===== src/rtl/norm_shift32.sv =====
// Multi-cycle normalizer: finds the shift that brings the first set bit to the MSB (LnR=1) or LSB (LnR=0).
// Binary search one stage per clock (DW/2 .. 1); define NORM_EARLY_EXIT_EN to finish as soon as the edge bit is set.
module norm_shift32 #(
   parameter int DATA_WIDTH = 32,
   parameter int CNT_WIDTH  = 6
) (
   input  logic                  CLK,
   input  logic                  RST,
   input  logic                  START,
   input  logic [DATA_WIDTH-1:0] D,
   input  logic                  LnR,
   output logic [DATA_WIDTH-1:0] Y,
   output logic [CNT_WIDTH-1:0]  CNT,
   output logic                  ZERO,
   output logic                  BUSY,
   output logic                  DONE,
   output logic [1:0]            dbg_state_o
);

   // Handshake: START is sampled only in IDLE; BUSY covers the whole operation; DONE is a
   // one-cycle pulse and Y/CNT/ZERO stay valid until the next completion.

   localparam int STAGE_W = $clog2(CNT_WIDTH);
   localparam logic [STAGE_W-1:0]   STAGE_INIT = STAGE_W'($clog2(DATA_WIDTH) - 1);
   localparam logic [CNT_WIDTH-1:0] CNT_ZERO   = CNT_WIDTH'(DATA_WIDTH);

   typedef enum logic [1:0] {
      ST_IDLE = 2'd0,
      ST_SCAN = 2'd1,
      ST_FIN  = 2'd2
   } state_t;

   state_t                  state_q;
   logic [DATA_WIDTH-1:0]   w_q;
   logic [DATA_WIDTH-1:0]   w_d;
   logic [CNT_WIDTH-1:0]    cnt_q;
   logic [CNT_WIDTH-1:0]    cnt_d;
   logic [STAGE_W-1:0]      stage_q;
   logic                    lnr_q;
   logic                    fin_arm_q;
   logic [DATA_WIDTH-1:0]   y_q;
   logic [CNT_WIDTH-1:0]    cnt_out_q;
   logic                    zero_q;
   logic                    busy_q;
   logic                    done_q;

   logic [CNT_WIDTH-1:0]    shamt;
   logic [DATA_WIDTH-1:0]   left_mask;
   logic [DATA_WIDTH-1:0]   right_mask;
   logic                    take_shift;
   logic                    early_exit;

   always_comb begin
      shamt      = CNT_WIDTH'(1) << stage_q;
      left_mask  = ~({DATA_WIDTH{1'b1}} >> shamt);
      right_mask = ~({DATA_WIDTH{1'b1}} << shamt);
      take_shift = lnr_q ? ((w_q & left_mask) == '0) : ((w_q & right_mask) == '0);
      w_d        = w_q;
      cnt_d      = cnt_q;
      if (take_shift) begin
         w_d   = lnr_q ? (w_q << shamt) : (w_q >> shamt);
         cnt_d = cnt_q + shamt;
      end
   end

`ifdef NORM_EARLY_EXIT_EN
   assign early_exit = lnr_q ? w_q[DATA_WIDTH-1] : w_q[0];
`else
   assign early_exit = 1'b0;
`endif

   always_ff @(posedge CLK or negedge RST) begin
      if (!RST) begin
         state_q   <= ST_IDLE;
         w_q       <= '0;
         cnt_q     <= '0;
         stage_q   <= '0;
         lnr_q     <= 1'b0;
         fin_arm_q <= 1'b0;
         y_q       <= '0;
         cnt_out_q <= '0;
         zero_q    <= 1'b0;
         busy_q    <= 1'b0;
         done_q    <= 1'b0;
      end else begin
         done_q <= 1'b0;
         unique case (state_q)
            ST_IDLE: begin
               if (START) begin
                  w_q     <= D;
                  lnr_q   <= LnR;
                  stage_q <= STAGE_INIT;
                  busy_q  <= 1'b1;
                  if (D == '0) begin
                     // A zero operand skips the search but waits one extra cycle in FIN.
                     cnt_q     <= CNT_ZERO;
                     fin_arm_q <= 1'b0;
                     state_q   <= ST_FIN;
                  end else begin
                     cnt_q     <= '0;
                     fin_arm_q <= 1'b1;
                     state_q   <= ST_SCAN;
                  end
               end
            end
            ST_SCAN: begin
               if (early_exit) begin
                  state_q <= ST_FIN;
               end else begin
                  w_q   <= w_d;
                  cnt_q <= cnt_d;
                  if (stage_q == '0) begin
                     state_q <= ST_FIN;
                  end else begin
                     stage_q <= stage_q - 1'b1;
                  end
               end
            end
            ST_FIN: begin
               if (!fin_arm_q) begin
                  fin_arm_q <= 1'b1;
               end else begin
                  y_q       <= w_q;
                  cnt_out_q <= cnt_q;
                  zero_q    <= (w_q == '0);
                  done_q    <= 1'b1;
                  busy_q    <= 1'b0;
                  state_q   <= ST_IDLE;
               end
            end
            default: begin
               state_q <= ST_IDLE;
            end
         endcase
      end
   end

   assign Y           = y_q;
   assign CNT         = cnt_out_q;
   assign ZERO        = zero_q;
   assign BUSY        = busy_q;
   assign DONE        = done_q;
   assign dbg_state_o = state_q;

endmodule


===== config.mk =====
export PLATFORM = sky130hd
export DESIGN_NAME = norm_shift32
export DESIGN_NICKNAME = d
export VERILOG_FILES = /design/src/rtl/norm_shift32.sv
export SDC_FILE = /design/constraint.sdc
export NUM_CORES = 1
export LEC_CHECK = 0
export ABC_AREA = 1
export CAP_MARGIN = 15
export CORE_MARGIN = 10
export CORE_UTILIZATION = 45
export DETAILED_ROUTE_END_ITERATION = 8
export GPL_TIMING_DRIVEN = 0
export PLACE_DENSITY = 0.68
export SYNTH_ARGS = -nofsm -noshare
export SYNTH_HDL_FRONTEND = slang
export SYNTH_SLANG_ARGS = --single-unit

===== constraint.sdc =====
create_clock -name CLK -period 3.56 [get_ports CLK]
set_clock_uncertainty 0.1 [all_clocks]
set_input_delay 0.356 -clock CLK [delete_from_list [all_inputs] [get_ports CLK]]
set_output_delay 0.356 -clock CLK [all_outputs]
set_load 0.005 [all_outputs]

**Yosys cells after proc, flatten, opt, wreduce, memory -nomap -nowiden**

Cells that the tools add are included.

- Flip-flop bits (word level): 86
- Bits of input ports: 36
- Output and inout bits: 43
- Word-level logic and storage cells: 69

- Add/sub/neg operators: 2
- Equal/unequal tests: 7
- Shifts and indexed selects: 5
- Multiplexer cells: 25
- Bitwise operators: 4
- Reduce and logical (&&, ||, !) cells: 15

Operators with widths:

| operator | count |
|---|---|
| $logic_not A32 Y1 | 4 |
| $mux W32 | 3 |
| $and A32 B32 Y32 | 2 |
| $not A32 Y32 | 2 |
| $pmux W32 S2 | 1 |
| $shl A32 B6 Y32 | 1 |
| $shl A32 B6 Y32 const A | 1 |
| $shr A32 B6 Y32 | 1 |
| $shr A32 B6 Y32 const A | 1 |
| $mux W6 | 3 |
| $pmux W6 S2 | 1 |
| $reduce_and A3 Y1 | 4 |
| $ne A2 B2 Y1 const B | 5 |
| $mux W2 | 4 |
| $mux W1 | 7 |
| $add A6 B6 Y6 | 1 |
| $mux W3 | 2 |
| $pmux W2 S3 | 1 |
| $pmux W3 S2 | 1 |
| $reduce_and A2 Y1 | 3 |
| $shl A1 B3 Y6 const A | 1 |
| $pmux W1 S2 | 2 |
| $reduce_bool A2 Y1 | 2 |
| $logic_not A3 Y1 | 1 |
| other kinds (4) | 4 |

**Depth between registers and ports, before layout**

Gate-level depths: netlist of run 1.

- Depth after elaboration: 8
- Depth in mapped cells: 19
- Mapped depth without buffers: 18

**Worst setup path before layout of run 1**

OpenSTA, ideal clock, no wires.

- Path kind: register to register
- Start point: reg stage_q[0]
- End point: reg cnt_q[5]
- Library setup time: 65 ps
- Arrival time: 2,314 ps
- Required time: 3,395 ps
- Slack: 1,081 ps
- Stages on the path, launching flop included: 17
- Path buffers: 3
- Period minus slack after synthesis: 2,479 ps
- Cells stage by stage: dfrtp_1 -> ha_1 -> inv_1 -> nor2_4 -> buf_4 -> clkbuf_1 -> buf_1 -> ha_1 -> nand2_1 -> inv_1 -> nand3_1 -> nand3_1 -> nand2_1 -> nand2_1 -> o21ai_0 -> nand3_1 -> nand2_1

- Longest elaborated chain between the ends: 8

RTL lines:

| element | RTL line | RTL |
|---|---|---|
| start: declaration | 38 | `logic [STAGE_W-1:0] stage_q;` |
| start signal: assignment | 115 | `stage_q <= stage_q - 1'b1;` |
| $shl A1 B3 Y6 (*) | 54 | `shamt = CNT_WIDTH'(1) << stage_q;` |
| $shl A32 B6 Y32 or $shr A32 B6 Y32 (tied branches) | 56, 55 |  |
| $not A32 Y32 (on tied branches) | 56, 55 |  |
| $and A32 B32 Y32 | 57 | `take_shift = lnr_q ? ((w_q & left_mask) == '0) : ((w_q & right_mask) == '0);` |
| $logic_not A32 Y1 | 57 |  |
| $mux W1 | 57 |  |
| $ne A2 B2 Y1 (no source line) | - |  |
| $reduce_and A3 Y1 (no source line) | - |  |
| end signal: assignment | 111 | `cnt_q <= cnt_d;` |
| end: declaration | 36 | `logic [CNT_WIDTH-1:0] cnt_q;` |

Every way passes the cells marked *; elsewhere a longest branch is shown, timed or not. The select of a mux whose other input is x is not followed.
A chain may end at the register's enable or synchronous reset.

**Worst setup path after layout of run 1**

- Start point: reg stage_q[0]
- End point: reg w_q[10]

- Longest elaborated chain between the ends: 8

RTL lines:

| element | RTL line | RTL |
|---|---|---|
| $shl A1 B3 Y6 (*) | 54 |  |
| $shl A32 B6 Y32 or $shr A32 B6 Y32 (tied branches) | 56, 55 |  |
| $not A32 Y32 (on tied branches) | 56, 55 |  |
| $and A32 B32 Y32 | 57 |  |
| $logic_not A32 Y1 | 57 |  |
| $mux W1 | 57 |  |
| $ne A2 B2 Y1 (no source line) | - |  |
| $reduce_and A3 Y1 (no source line) | - |  |
| end signal: assignment | 110 | `w_q <= w_d;` |
| end: declaration | 34 | `logic [DATA_WIDTH-1:0] w_q;` |

Marks and branches as above.

==> flow_metrics.tcl, run 1 <==
set metrics [dict create \
    cts_tree "done" \
    die_w_um 149 \
    n_antenna_cell 0 \
    grt_use_total_pct 35.3 \
    clk_path_buf_depth 2 \
    max-vdd-ir-drop_mv 1.24 \
    detail_route.wl_per_cell_um 25.1 \
    cp_slowest_stage_delay_ns 0.48 \
    yosys.area.top_type "dfrtp_1" \
    io_pins 79 \
    yosys_warnings 0 \
    synth_commonest_cells "483 x nand2_1, 294 x nand3_1, 86 x dfrtp_1, 77 x inv_1, 72 x o21ai_0" \
    path_clk_slew_ns 0.07 \
    critPathKind "reg2reg" \
    crit_chain "inv_1 > ha_1 > inv_1 > nor2_2 > buf_2 > nand2_1 > nand3_1 > nand2_1 > o21ai_0 > nand2_1 > nand4_1 > nand3_1 > nand3_1 > nand2_1" \
    coreArea_um2 16500 \
    cpLargestDelayFamily "simple AND/OR/NAND/NOR gates" \
    via_per_inst 6.27 \
    grt_pass1_vias 9384 \
    gp_congestion 1.06 \
    cts_buffers 9 \
    grt-ovfl-total 0 \
    grt_pass1_wl_um 59000 \
    clock.fmax_mhz 294 \
    hp-class "in2async" \
    yosysSeqAreaShare_pct 28.5 \
    finalCritPeriodShare_pct 95.7 \
    syn-instance-count 1277 \
    cp_max_fo 10 \
    syn_area_per_cell_um2 5.91 \
    synth_seq_cells 86 \
    cap_violations 0 \
    synth_top_area_share_pct 28.5 \
    synthesis.nets 1322 \
    antenna_found_initial 0 \
    setup_ws_ns 0.154 \
    yosysMostFrequentCell "nand2_1" \
    cts_max_level 3 \
    outcome "completed" \
    nFillCells 1733 \
    io_buffers 78 \
    top_usage_layer "met2" \
    use_met2_pct 50.8 \
    final_cells 1593 \
    drt_wl_total_um 40100 \
    grt.met3_usage_pct 8.51 \
    dp_hpwl_um 32000 \
    grt_use_met1_pct 47.7 \
    final.min_clock_period_ns 3.41 \
    dp.cells 1576 \
    crit_path_frequent_cell "nand2_1" \
    critical_path_required_ns 3.70 \
    fp-row-count 47 \
    end_kind "flip-flop" \
    grt_max_degree 65 \
    finalSetupViolations 0 \
    layout-drive-gt1-share_pct 4.88 \
    area_delta_synth_final_pct 18.2 \
    cts_num_sinks 86 \
    cp_num_buf_inv 3 \
    hold_viol_final 0 \
    rsz0062_at_grt "false" \
    synth_flop_cell "dfrtp_1" \
    postCtsSetupBuffers 0 \
    drtAntennaViolNets 0 \
    mappedNetlistArea_um2 7550 \
    worstSetupStartpointType "flip-flop" \
    rrSetupSlack_ns 0.15 \
    power.leakage_nw 4.40 \
    dr_total_vias 9987 \
    worst_pin_slew_ns 0.841 \
    die_h_um 149 \
    power.density_nw_per_um2 1180 \
    first_iter_violations 1567 \
    drc 0 \
    netlist_top_cells_area "dfrtp_1 29%, nand2_1 24%, nand3_1 19%, o21ai_0 4.8%, inv_1 3.8%" \
    die-area_um2 22300 \
    critPathArrivalTime_ns 3.55 \
    ys_types 33 \
    start_util_pct 45.7 \
    insertion_delay_ns 0.35 \
    cts-root-buf "clkbuf_16" \
    pre_cts_slack_ns 0.217 \
    slew_viol_final 0 \
    fin_nets 1413 \
    synth_edf_count 0 \
    async_flop_share_pct 100 \
    cpMaxStageDelayCell "o21ai_0" \
    slew-limit-headroom_pct 43.9 \
    dr.pass1.iters 8 \
]
[power breakdown]
group | switching (mW) | internal, mW | total (mW)
clock | 0.409 | 0.496 | 0.904
sequential | 0.511 | 1.43 | 1.95
combinational | 5.46 | 2.22 | 7.68
[stage by stage]
step | TNS, ns | util [%] | hold WS, ns | area [µm²] | power (mW)
after global routing | 0 | 54.0 | 0.383 | 8920 | 11.1
after detailed placement | 0 | 52.2 | 0.163 | 8630 | 9.18
final | 0 | 54.0 | 0.345 | 8920 | 10.5
after global placement | -72.69 | 52.1 | 0.355 | 8600 | 9.13
after floorplan | 0 | - | -0.0396 | 7550 | 6.14
after CTS | 0 | 54.0 | 0.347 | 8920 | 10.1
[final timing paths]
check                            from       to  depth (start not counted)
setup / recovery           stage_q[0]  w_q[10]                         14
hold / removal                    RST    Y[23]                          2
setup reg to reg           stage_q[0]  w_q[10]                         14
hold reg to reg                CNT[0]   CNT[0]                          2
max in group asynchronous         RST  w_q[24]                          3
min in group CLK               CNT[0]   CNT[0]                          2
[what timing repair did]
item / in CTS / in global routing
hold buffers: 1 / 0
hold endpoints to repair: 22 / 0
setup endpoints to repair: 0 / 2
resized for setup: 0 / 2
[cell families (layout without fill, tap and decap cells)]
family                     after synthesis  in the layout  synth area share [%]
and+or+nand+nor                        882            882                  50.7
buffers and inverters                  150            246                  8.56
AOI/OAI and AO/OA                      149            149                  10.6
DFF                                     86             86                  28.5
adders and majority gates                9              9                  1.49
xor gates and xnor gates                 1              1                 0.116
[flip-flops by register name (all words and copies together), names as in the netlist]
register / flops
BUSY: 1
cnt_q: 6
Y: 32
stage_q: 3
lnr_q: 1
DONE: 1
CNT: 6
w_q: 32
dbg_state_o: 2
ZERO: 1
fin_arm_q: 1
[layout make-up]
cell class / instances / area (µm²) / area share, %
clock buffer: 10 / 239 / 2.68
multi-input combinational: 1041 / 4750 / 53.2
tap: 220 / 275 / 3.09
sequential: 86 / 2150 / 24.1
timing repair buffer: 80 / 816 / 9.14
inverter: 83 / 314 / 3.52
buffer: 67 / 333 / 3.73
clock inverter: 6 / 43.8 / 0.491
[per-layer routing]
layer | up-vias | wire length, µm
li1 | 4450 | -
met1 | 4556 | 15700
met2 | 812 | 16400
met3 | 169 | 5530
met4 | 0 | 2410
met5 | - | 0
[layout by cell type, fill, tap and decap left out, types with 2 or more instances in the layout]
| master | count |
|---|---|
| clkbuf_1 | 27 |
| nor2_4 | 3 |
| nand3_1 | 294 |
| nor2_1 | 54 |
| clkinv_2 | 2 |
| buf_6 | 5 |
| o21ai_1 | 18 |
| nand2_1 | 483 |
| a32oi_1 | 2 |
| ha_1 | 9 |
| inv_6 | 2 |
| clkbuf_16 | 9 |
| a22oi_1 | 7 |
| nand2_2 | 7 |
| inv_1 | 77 |
| nor4_1 | 8 |
| dfrtp_1 | 86 |
| nor3_1 | 2 |
| o21ai_0 | 71 |
| and3_1 | 9 |
| buf_4 | 7 |
| buf_1 | 12 |
| clkdlybuf4s50_1 | 77 |
| o211ai_1 | 8 |
| nand4_1 | 18 |
| a21oi_1 | 40 |
| inv_2 | 5 |
| buf_2 | 16 |
Power figures use the tool's default switching activity.
==> run 2, diff against run 1 <==
--- a/config.mk
+++ b/config.mk
@@ -11,7 +11,7 @@
 export CORE_UTILIZATION = 45
 export DETAILED_ROUTE_END_ITERATION = 8
 export GPL_TIMING_DRIVEN = 0
-export PLACE_DENSITY = 0.68
+export PLACE_DENSITY = 0.67
 export SYNTH_ARGS = -nofsm -noshare
 export SYNTH_HDL_FRONTEND = slang
 export SYNTH_SLANG_ARGS = --single-unit
==> flow_metrics.tcl, run 2 (same netlist as run 1, synthesis figures left out) <==
set metrics [dict create \
    power.density_nw_per_um2 1190 \
    cap_violations 0 \
    die-area_um2 22300 \
    final_cells 1593 \
    cts_tree "done" \
    area_delta_synth_final_pct 19.2 \
    dp.cells 1576 \
    fin_area_um2 9000 \
    grt_pass1_wl_um 57100 \
    finalCritPeriodShare_pct 95.7 \
    critPathArrivalTime_ns 3.55 \
    switching_share_pct 59.3 \
    slew_viol_final 0 \
    cts_max_level 3 \
    fp-row-count 47 \
    pre_cts_slack_ns 0.201 \
    critical_path_required_ns 3.70 \
    clock.fmax_mhz 293 \
    rsz0062_at_grt "false" \
    clk_path_buf_depth 2 \
    clkPwrFrac_pct 10.5 \
    cp_slowest_stage_delay_ns 0.57 \
    fin_nets 1413 \
    grt_use_total_pct 34.0 \
    postCtsSetupBuffers 0 \
    grt-ovfl-total 0 \
    insertion_delay_ns 0.35 \
    cts_num_sinks 86 \
    via_per_inst 6.27 \
    finalPower_mw 10.7 \
    p_comb_share_pct 71.2 \
    worstSetupStartpointType "flip-flop" \
    hold_ws_ns 0.321 \
    dr.pass1.iters 9 \
    post-route-util_pct 54.4 \
    cts_buffers 9 \
    io_buffers 78 \
    max-vdd-ir-drop_mv 0.659 \
    placed_area_um2 8630 \
    final.min_clock_period_ns 3.41 \
    crit_path_frequent_cell "nand2_1" \
    detail_route.wl_per_cell_um 24.4 \
    slew-limit-headroom_pct 47.5 \
    die_h_um 149 \
    die_w_um 149 \
    setup_tns_ns 0 \
    power.switching_mw 6.34 \
    finalSetupViolations 0 \
    gp_congestion 1.05 \
    drc 0 \
    dp_hpwl_um 30700 \
    drtAntennaViolNets 0 \
    n_antenna_cell 0 \
    grt_max_degree 70 \
    io_pins 79 \
    outcome "completed" \
    drt_wl_total_um 38900 \
    final_common_cell "nand2_1" \
    start_util_pct 45.7 \
    hp-class "in2async" \
    crit_chain "inv_1 > ha_1 > inv_1 > nor2_4 > buf_2 > nand2_1 > nand2_1 > o21ai_0 > o21ai_0 > nand2_1 > nand4_1 > nand3_1 > nand3_1 > nand2_1" \
    worst_pin_slew_ns 0.779 \
    coreArea_um2 16500 \
    path_clk_slew_ns 0.07 \
    hold_viol_final 0 \
    first_iter_violations 1774 \
    dr_total_vias 9981 \
    end_kind "flip-flop" \
    setup_ws_ns 0.152 \
    seqPwrFrac_pct 18.3 \
    critPathKind "reg2reg" \
    antenna_found_initial 0 \
    intPower_mw 4.35 \
    cpMaxStageDelayCell "o21ai_0" \
    power.leakage_nw 4.43 \
    cp_max_fo 10 \
    final_cell_mix "483 x nand2_1, 294 x nand3_1, 86 x dfrtp_1" \
    layout-drive-gt1-share_pct 4.88 \
    cpLargestDelayFamily "simple AND/OR/NAND/NOR gates" \
    grt_pass1_vias 9195 \
    cp_num_buf_inv 3 \
    cts-root-buf "clkbuf_16" \
]
-- run 2: area by class of cell --
type                       count  area (µm²)
clock buffer                   9         225
multi-input combinational   1041        4750
sequential                    86        2150
buffer                        67         333
inverter                      83         314
timing repair buffer          80         816
fill                        1761        7530
clock inverter                 7         128
tap                          220         275
-- run 2: timing repair --
| item | in CTS | in global routing |
|---|---|---|
| hold endpoints to repair | 17 | 0 |
| hold buffers | 1 | 0 |
| endpoints found under the setup margin | 0 | 3 |
| gates resized for setup | 0 | 2 |
-- run 2: power by group through the flow --
| stage | Combinational [mW] | Clock [mW] | Sequential [mW] |
|---|---|---|---|
| after detailed placement | 7.16 | 0 | 1.92 |
| after floorplan | 4.40 | 0 | 1.74 |
| final | 7.61 | 1.12 | 1.95 |
| after global placement | 7.16 | 0 | 1.90 |
| after global routing | 8.05 | 1.17 | 1.98 |
| after CTS | 7.21 | 1.12 | 1.90 |
-- run 2: worst paths after layout --
kind	from	to	slack (ns)	depth (start not counted)
setup / recovery	stage_q[0]	w_q[20]	0.15	14
hold / removal	RST	cnt_q[5]	0.32	2
setup reg to reg	stage_q[0]	w_q[20]	0.15	14
hold reg to reg	CNT[3]	CNT[3]	0.38	2
max in group asynchronous	RST	Y[8]	2.42	3
min in group CLK	CNT[3]	CNT[3]	0.38	2
-- run 2: metal layers --
layer | up-vias | share of wire [%] | GRT usage [%]
met4 | 0 | 4.4 | 14.3
met1 | 4659 | 40 | 46.0
met3 | 106 | 14 | 9.30
li1 | 4444 | - | -
met5 | - | 0 | 0
met2 | 772 | 42 | 49.8
